`config.mk`:
```
export PLATFORM = sky130hd
export DESIGN_NAME = cg_fetch_sequencer
export DESIGN_NICKNAME = d
export VERILOG_FILES = /design/src/rtl/cg_fetch_sequencer.sv
export SDC_FILE = /design/constraint.sdc
export NUM_CORES = 1
export LEC_CHECK = 0
export CAP_MARGIN = 20
export CORE_ASPECT_RATIO = 0.7
export CORE_MARGIN = 5
export CORE_UTILIZATION = 46
export CTS_BUF_LIST = sky130_fd_sc_hd__clkbuf_4
export CTS_CLUSTER_DIAMETER = 200
export CTS_CLUSTER_SIZE = 25
export DETAILED_ROUTE_END_ITERATION = 8
export MAX_ROUTING_LAYER = met4
export PLACE_DENSITY = 0.85
export SYNTH_ARGS = -nofsm -noshare
export SYNTH_HDL_FRONTEND = slang
export SYNTH_SLANG_ARGS = --single-unit
```
`constraint.sdc`:
```
create_clock -name clk -period 1.6 [get_ports clk]
set_clock_uncertainty 0.1 [all_clocks]
set_input_delay 0.16 -clock clk [delete_from_list [all_inputs] [get_ports clk]]
set_output_delay 0.16 -clock clk [all_outputs]
set_load 0.01 [all_outputs]
```
`src/rtl/cg_fetch_sequencer.sv`:
```
// cg_fetch_sequencer
// Fetches character codes from VRAM and font bytes from the CG ROM, one cell
// ahead of the pixel shifter, and serialises each font byte MSB first.
//
// State table:
//   IDLE     | no fetch in progress, waiting for line_start or a cell load
//   RD_CODE  | vram_rd asserted, vram_addr = ptr
//   LAT_CODE | character code arrives from VRAM and is latched
//   LAT_FONT | cg_en asserted, font byte latched into pending, ptr/col advance
//
// Ports:
//   clk, rst_n            system clock, async active-low reset
//   ce_pix                pixel clock enable
//   line_start            start of a display line; samples row_base/row_line
//   de                    active display (qualified by ce_pix)
//   row_base, row_line    VRAM address of column 0, scan line within the row
//   reverse               invert active pixels
//   vram_addr, vram_rd    VRAM read port (data returns next clk on vram_data)
//   cg_addr, cg_en        CG ROM address {code, line}, output enable
//   cg_data               CG ROM data, combinational
//   pix                   serial pixel
//   underrun              pulse when a cell loads with no font byte pending

module cg_fetch_sequencer #(
  parameter int COLS    = 40,
  parameter int VRAM_AW = 11
) (
  input  logic               clk,
  input  logic               rst_n,
  input  logic               ce_pix,
  input  logic               line_start,
  input  logic               de,
  input  logic [VRAM_AW-1:0] row_base,
  input  logic [2:0]         row_line,
  input  logic               reverse,
  output logic [VRAM_AW-1:0] vram_addr,
  output logic               vram_rd,
  input  logic [7:0]         vram_data,
  output logic [10:0]        cg_addr,
  output logic               cg_en,
  input  logic [7:0]         cg_data,
  output logic               pix,
  output logic               underrun
);

  localparam int CW = $clog2(COLS + 1);
  localparam logic [CW-1:0] COLS_C = CW'(COLS);

  typedef enum logic [1:0] {
    IDLE     = 2'd0,
    RD_CODE  = 2'd1,
    LAT_CODE = 2'd2,
    LAT_FONT = 2'd3
  } state_t;

  state_t             state, state_nxt;
  logic [CW-1:0]      col;
  logic [VRAM_AW-1:0] ptr;
  logic [2:0]         phase;
  logic [2:0]         line;
  logic [7:0]         code;
  logic [7:0]         shift;
  logic [7:0]         pending;
  logic               pending_valid;
  logic               cell_load;
  logic               fetch_trig;

  // A cell load happens on the first pixel of every cell while display is active.
  assign cell_load  = ce_pix & de & (phase == 3'd0);
  assign fetch_trig = cell_load & (col < COLS_C);

  always_ff @(posedge clk or negedge rst_n) begin
    if (!rst_n) state <= IDLE;
    else        state <= state_nxt;
  end

  always_comb begin
    state_nxt = state;
    vram_rd   = 1'b0;
    cg_en     = 1'b0;
    vram_addr = ptr;
    cg_addr   = {code, line};
    case (state)
      IDLE:     if (fetch_trig) state_nxt = RD_CODE;
      RD_CODE:  begin
        vram_rd   = 1'b1;
        state_nxt = LAT_CODE;
      end
      LAT_CODE: state_nxt = LAT_FONT;
      LAT_FONT: begin
        cg_en     = 1'b1;
        state_nxt = IDLE;
      end
      default:  state_nxt = IDLE;
    endcase
    // line_start aborts whatever fetch is running and restarts the row.
    if (line_start) state_nxt = RD_CODE;
  end

  always_ff @(posedge clk or negedge rst_n) begin
    if (!rst_n) begin
      col           <= '0;
      ptr           <= '0;
      phase         <= 3'd0;
      line          <= 3'd0;
      code          <= 8'h00;
      shift         <= 8'h00;
      pending       <= 8'h00;
      pending_valid <= 1'b0;
      pix           <= 1'b0;
      underrun      <= 1'b0;
    end else begin
      underrun <= cell_load & ~pending_valid;

      if (ce_pix) begin
        if (de) begin
          if (phase == 3'd0) begin
            // A missing font byte shows as a blank cell rather than stale data.
            if (pending_valid) begin
              shift <= {pending[6:0], 1'b0};
              pix   <= pending[7] ^ reverse;
            end else begin
              shift <= 8'h00;
              pix   <= reverse;
            end
            pending_valid <= 1'b0;
          end else begin
            shift <= {shift[6:0], 1'b0};
            pix   <= shift[7] ^ reverse;
          end
          phase <= phase + 3'd1;
        end else begin
          pix   <= 1'b0;
          phase <= 3'd0;
        end
      end

      if (state == LAT_CODE) code <= vram_data;

      // A fetch finishes at least 5 clk before the next cell load, so the
      // set here never collides with the clear in the pixel path.
      if (state == LAT_FONT) begin
        pending       <= cg_data;
        pending_valid <= 1'b1;
        ptr           <= ptr + VRAM_AW'(1);
        col           <= col + CW'(1);
      end

      if (line_start) begin
        ptr           <= row_base;
        line          <= row_line;
        col           <= '0;
        pending_valid <= 1'b0;
        phase         <= 3'd0;
      end
    end
  end

endmodule
```
==> results of run 1 <==
[state kept, by name (all words and copies together) (netlist names)]
name           count
vram_addr         11
code               8
pending            8
shift              7
col                6
line               3
phase              3
state              2
pending_valid      1
pix                1
underrun           1
[cell usage after synthesis (all sizes together) (3+ instances only)]
cell type,instances
mux2i,9
buf,3
nand4,5
nand2,18
or4,5
ha,9
clkbuf,7
a21oi,15
inv,6
o21ai,11
nor2,14
a31oi,4
dfrtp,51
mux2,20
xor2,6
o31ai,3
nand3,10
[area by class of cell]
cell class              instances  area (µm²)  share of cell area
clock buffers                   5        37.5              0.0108
clock inverters                 2        37.5              0.0108
inverters                       6        22.5             0.00646
multi-input cells             150        1130               0.323
flip-flops and latches         51        1280               0.367
well taps                      72        90.1              0.0258
repair buffers                 91         895               0.256
[cell families after synthesis]
| group | Yosys count | share of synthesized area |
|---|---|---|
| AND/OR/NAND/NOR | 64 | 0.141 |
| flip-flops | 51 | 0.528 |
| AO/OA/AOI/OAI | 40 | 0.0968 |
| multiplexers | 29 | 0.131 |
| buffers and inverters | 16 | 0.0274 |
| adder cells (fa/ha/maj) | 9 | 0.0466 |
| XOR/XNOR | 8 | 0.0290 |
[metal layers]
layer	track usage	share of wire	vias to the layer above
li1	-	-	950
met1	0.230	0.46	953
met2	0.277	0.49	52
met3	0.0404	0.041	7
met4	0.0374	0.0094	0
met5	-	0	-
[metrics by stage]
step | power [mW] | TNS (ps) | area, µm²
floorplan | 2.68 | 0 | 2420
global placement | 3.43 | -83.6 | 3240
detailed placement | 3.50 | -262 | 3240
CTS | 4.25 | -113 | 3390
global route | 4.54 | -157 | 3490
finish | 4.24 | 0 | 3490
[timing repair]
| item | 4_1_cts | 5_1_grt |
|---|---|---|
| endpoints found under the setup margin | 14 | 29 |
| resized for setup | 11 | 23 |
| pin swaps | 0 | 4 |
| hold buffers | 1 | 0 |
| setup buffers | 8 | 3 |
| hold endpoints to repair | 51 | 0 |
[worst max-delay path: cells and delay by family (launching register included)]
kind	cells	cell delay [ps]
simple gates	2	630
fa+ha+maj	1	200
compound gates	1	160
flops	1	420
[how the worst max path moves through the flow]
stage / cells past startpoint / end
floorplan: 4 / pending[2]
global placement: 4 / vram_addr[10]
detailed placement: 5 / vram_addr[10]
CTS: 4 / vram_addr[9]
global route: 4 / vram_addr[9]
finish: 4 / vram_addr[9]
[where the power goes]
part / switching [mW] / leakage, nW / total, mW / internal [mW]
sequential: 0.209 / 0.626 / 1.85 / 1.64
clock: 0.392 / 0.0373 / 0.713 / 0.321
combinational: 0.714 / 0.937 / 1.68 / 0.969
==> metrics.log, run 1 <==
INFO  metric clock_sinks = 51
INFO  metric final_hold_viol_count = 0
INFO  metric critical_path.max_fanout = 6
INFO  metric synth_async_sr_flop_share = 1.00
INFO  metric maximum_clock_path_buffer_count = 2
INFO  metric cp_slowest_cell = or4_1
INFO  metric static-leakage-power = 1.60 nW
INFO  metric drt_drc_violations_left = 0
INFO  metric synth_area_leader_cell = dfrtp_1
INFO  metric detail-route-antenna-nets = 0
INFO  metric max_cap_violations = 0
INFO  metric worstRegToRegCells = 4
INFO  metric worstMarginPinSlew = 307 ps
INFO  metric detailroute.via_count = 1962
INFO  metric placeableCoreArea = 0.00517 mm²
INFO  metric dieWidth = around 97 µm
INFO  metric cp.arrival = 1770 ps
INFO  metric synthTopCellsByArea = dfrtp_1, mux2_2, ha_1
INFO  metric synth_cell_types = 36
INFO  metric die_height = approximately 71 µm
INFO  metric drt_first_pass_iters = 4
INFO  metric period_share = 0.985
INFO  metric globalRouteOverflowTotal = 0
INFO  metric worst-r2r-setup-slack = 20 ps
INFO  metric final_core_util = 0.674
INFO  metric critical_path.reg2reg.endpoint = vram_addr[9]
INFO  metric clock-root-buffer = clkbuf_4
INFO  metric wirelength = 5660 µm
INFO  metric clock.fmax = 635 MHz
INFO  metric max_stage_delay = about 490 ps
INFO  metric grt_pass1_vias = between 1500 and 2000
INFO  metric layout.nets = 350
INFO  metric ys_seq_area_frac = 0.528
INFO  metric syn-mean-instance-area = 11.1 µm²
INFO  metric startpoint_type = flip-flop
INFO  metric syn_to_final_growth = 44.4%
INFO  metric h-tree-depth = 2
INFO  metric antennaDiodeCount = 0
INFO  metric setup_repair_after_global_routing_missed_its_margin = yes
INFO  metric post_synth_instance_area = 0.00242 mm²
INFO  metric avgViaCountPerCell = 5.20
INFO  metric postLayoutSetupSlackWorst = 24.5 ps
INFO  metric wl_per_cell = 15.0 µm
INFO  metric gpl.final_weighted_congestion = 0.797
INFO  metric worst_hold_path_type = primary input to async pin
INFO  metric drt-initial-drc-count = 100
INFO  metric report.final.setup_viol = 0
INFO  metric path_clk_slew = 150 ps
INFO  metric port-buffer-count = between 60 and 70
INFO  metric net_count_after_synthesis = roughly 260
INFO  metric hpwlAfterDp = roughly 3900 µm
INFO  metric dieArea = 0.00682 mm²
INFO  metric grt_pass1_wl = around 9500 µm
INFO  metric post_route_cells_drive_above_1_share = 0.226
INFO  metric type_of_the_worst_setup_path = flip-flop to flip-flop
INFO  metric largest_net_degree_at_the_start_of_global_routing = 52
INFO  metric layout_common_cells = dfrtp_1, clkdlybuf4s50_1, buf_4, mux2_2, nand2_1
INFO  metric status = completed
INFO  metric timing.critical_path.cells = ha_4 > nand4_1 > or4_1 > a31oi_1
INFO  metric ioPinCount = 62
INFO  metric timing_max_transition_violations_final = 0
INFO  metric synth_warnings = 0
INFO  metric final_cells = between 300 and 400
INFO  metric initial_utilization = 0.467
INFO  metric power.density_cell_area = about 1200 mW/mm²
INFO  metric initial_antenna_violation_count = 0
INFO  metric clkLatencyLatePin = 360 ps
INFO  metric placed_cells_incl_taps = 358
INFO  metric place_ws = -138 ps
INFO  metric yosys_most_used_dff = dfrtp_1
INFO  metric tritoncts.num_buffers = 5
INFO  metric fin_worst_hold_slack = 205 ps
INFO  metric grt_use_total = 0.174
INFO  metric tritoncts = done
INFO  metric worstReg2RegStart = state[0]
INFO  metric layout_commonest_cell = dfrtp_1
INFO  metric final.fill_count = 419
INFO  metric timing.critical_path.required = between 1500 and 2000 ps
INFO  metric yosys.area.top_type_share = 0.528
INFO  metric ir_worst_vdd = ~470 µV
INFO  metric rows = 22
INFO  metric setup.worst_path.end_class = flip-flop
INFO  metric crit_path_start = state[0]
INFO  metric synth_edf_count = 0
INFO  metric layout_min_cycle_time = 1580 ps
INFO  metric flip_flop_and_latch_count_after_synthesis = 51
INFO  metric synth_cells = 217
INFO  metric max-slew-margin-rel = 0.796
Note: power is estimated with default switching activity, not from simulation.
==> run 2, diff against run 1 <==
==> constraint.sdc (replaced) <==
create_clock -name clk -period 1.4 [get_ports clk]
set_clock_uncertainty 0.1 [all_clocks]
set_input_delay 0.14 -clock clk [delete_from_list [all_inputs] [get_ports clk]]
set_output_delay 0.14 -clock clk [all_outputs]
set_load 0.01 [all_outputs]
==> run 2 against run 1 <==
Effect of this change:
- the flow now finishes with violations (setup timing)
- utilization is 8.0 points higher
- global-route usage is 1.4 points higher
- fmax is 11% lower
- flip-flop and latch count stayed put
- hold slack worse by 47 ps
- die area stayed put
- first-iteration DRC count is 41% higher
- non-clock buffer count is 37 higher
- register-to-register slack worse by 390 ps
- cell count is 10% higher
- critical endpoint unchanged
- largest cell class is now multi-input combinational cells
- largest power group is now combinational cells
==> metrics.log, run 2 (synthesis gave the netlist of run 1 again) <==
INFO  metric layout_common_cells = buf_4, dfrtp_1, clkdlybuf4s50_1, dlygate4sd2_1, nand2_1
INFO  metric sequential_cell_area = around 0.0013 mm²
INFO  metric total_switching_power = around 1.8 mW
INFO  metric gpl.final_weighted_congestion = 0.823
INFO  metric layout_min_cycle_time = approximately 1800 ps
INFO  metric clock_sinks = 51
INFO  metric ir_worst_vdd = 636 µV
INFO  metric port-buffer-count = ~60
INFO  metric detailroute.via_count = 2172
INFO  metric final.fill_count = 333
INFO  metric hpwlAfterDp = 4190 µm
INFO  metric avgViaCountPerCell = 5.23
INFO  metric max_cap_violations = 0
INFO  metric max-slew-margin-rel = 0.723
INFO  metric ioPinCount = 62
INFO  metric dieWidth = between 90 and 100 µm
INFO  metric cp.arrival = 1970 ps
INFO  metric startpoint_type = flip-flop
INFO  metric clkLatencyLatePin = between 300 and 400 ps
INFO  metric power.density_cell_area = 1440 mW/mm²
INFO  metric wl_per_cell = 16.8 µm
INFO  metric h-tree-depth = 2
INFO  metric grt_pass1_vias = 2187
INFO  metric report.final.setup_viol = 45
INFO  metric rows = 22
INFO  metric totalNegativeSetupSlack = -7900 ps
INFO  metric critical_path.max_fanout = 8
INFO  metric setup_repair_after_global_routing_missed_its_margin = yes
INFO  metric path_clk_slew = 160 ps
INFO  metric detail-route-antenna-nets = 0
INFO  metric final_hold_viol_count = 0
INFO  metric placeableCoreArea = 0.00517 mm²
INFO  metric timing_max_transition_violations_final = 0
INFO  metric worst_hold_path_type = primary input to async pin
INFO  metric pwr-share-seq = 0.380
INFO  metric worstRegToRegCells = 5
INFO  metric clock-root-buffer = clkbuf_4
INFO  metric timing.critical_path.cells = buf_6 > ha_4 > nand4_1 > or4_1 > a31oi_1
INFO  metric max_stage_delay = about 470 ps
INFO  metric period_share = 1.26
INFO  metric globalRouteOverflowTotal = 0
INFO  metric drt-initial-drc-count = roughly 140
INFO  metric p_clk_frac = 0.155
INFO  metric count_of_buffering_cells_on_the_critical_path_with_inverters_included = 1
INFO  metric tritoncts.num_buffers = 5
INFO  metric timing.critical_path.required = 1600 ps
INFO  metric status = complete, but fails checks
INFO  metric setup.worst_path.end_class = flip-flop
INFO  metric worstMarginPinSlew = 414 ps
INFO  metric initial_utilization = 0.467
INFO  metric crit_cells = 5
INFO  metric die_height = 70.6 µm
INFO  metric syn_to_final_growth = 61.5%
INFO  metric multi_input_comb_area = 0.00129 mm²
INFO  metric dieArea = 0.00682 mm²
INFO  metric static-leakage-power = roughly 1.7 nW
INFO  metric post_route_cells_drive_above_1_share = 0.411
INFO  metric initial_antenna_violation_count = 0
INFO  metric final_cells = 415
INFO  metric p_sw_frac = 0.325
INFO  metric internal-power = 3.80 mW
INFO  metric layout_commonest_cell = buf_4
INFO  metric grt_use_total = 0.189
INFO  metric cp_slowest_cell = or4_1
INFO  metric failed_checks = setup timing
INFO  metric maximum_clock_path_buffer_count = 2
INFO  metric power.combinational.fraction = 0.465
INFO  metric drt_first_pass_iters = 4
INFO  metric worst_path_dominant_cell_family = simple AND/OR/NAND/NOR gates
INFO  metric placed_cells_incl_taps = ~380
INFO  metric postLayoutSetupSlackWorst = -361 ps
INFO  metric grt_pass1_wl = 10400 µm
INFO  metric clock.fmax = 568 MHz
INFO  metric largest_reg_flops = 11
INFO  metric drt_drc_violations_left = 0
INFO  metric antennaDiodeCount = 0
INFO  metric wirelength = 6970 µm
INFO  metric type_of_the_worst_setup_path = flip-flop to flip-flop
INFO  metric largest_net_degree_at_the_start_of_global_routing = 52
INFO  metric tritoncts = done
INFO  metric layout.nets = 387
run 2: area by class of cell:
cell class                      instances  share of cell area
Clock buffer                            5             0.00962
Inverter                                6             0.00641
Clock inverter                          3              0.0122
Multi-Input combinational cell        150               0.331
Timing Repair Buffer                  128               0.291
Tap cell                               72              0.0231
Sequential cell                        51               0.327
run 2: timing repair:
item                                    CTS  global route
endpoints found under the setup margin   59            51
buffers inserted                         15            15
hold buffers                              1             0
resized for setup                        68            51
cloned                                    0             1
hold endpoints to repair                 51             0
pin swaps                                10            12
run 2: worst reg2reg max path, cell delays in order, from the launching register on:
cell and delay (ps):
dfrtp_1 440, buf_6 130, ha_4 180, nand4_1 190
or4_1 470, a31oi_1 190
run 2: per-layer routing:
layer  up-vias  share of wire  track usage
met5         -              0            -
met4         0          0.012       0.0483
met3        10          0.042       0.0443
met2        61           0.49        0.300
met1      1077           0.46        0.245
li1       1024              -            -
run 2: final timing paths:
path                              from      endpoint  slack (ps)
max                           state[0]  vram_addr[9]        -360
min                              rst_n    pending[5]         160
max reg2reg                   state[0]  vram_addr[9]        -360
min reg2reg                   shift[1]      shift[1]         410
max in group asynchronous        rst_n  vram_addr[0]         780
min in group clk           row_base[1]  vram_addr[1]         200
run 2: power groups by stage:
stage | clock network, mW | registers [mW] | logic [mW]
2_1_floorplan | 0 | 2.22 | 0.974
3_3_place_gp | 0 | 2.14 | 1.99
3_5_place_dp | 0 | 2.17 | 2.04
4_1_cts | 0.890 | 2.09 | 2.17
5_1_grt | 0.955 | 2.20 | 2.81
6_report | 0.872 | 2.14 | 2.61
run 2: metrics by stage:
| step | utilization | total power, mW | hold slack (ps) | area [µm²] | worst slack, ps |
|---|---|---|---|---|---|
| final | 0.754 | 5.62 | 158 | 3900 | -361 |
| after global routing | 0.754 | 5.96 | 171 | 3900 | -416 |
| after CTS | 0.700 | 5.15 | 168 | 3620 | -209 |
| after detailed placement | 0.660 | 4.21 | 56.1 | 3410 | -208 |
| after global placement | 0.660 | 4.14 | 47.6 | 3410 | -173 |
| after floorplan | - | 3.19 | -256 | 2480 | -84.2 |
==> run 3, diff against run 2 <==
--- a/config.mk
+++ b/config.mk
@@ -5,6 +5,7 @@
 export SDC_FILE = /design/constraint.sdc
 export NUM_CORES = 1
 export LEC_CHECK = 0
+export ABC_CLOCK_PERIOD_IN_PS = 1400
 export CAP_MARGIN = 20
 export CORE_ASPECT_RATIO = 0.7
 export CORE_MARGIN = 5
==> results of run 3 <==
Final layout, timing and power as in run 2 (identical DEF).
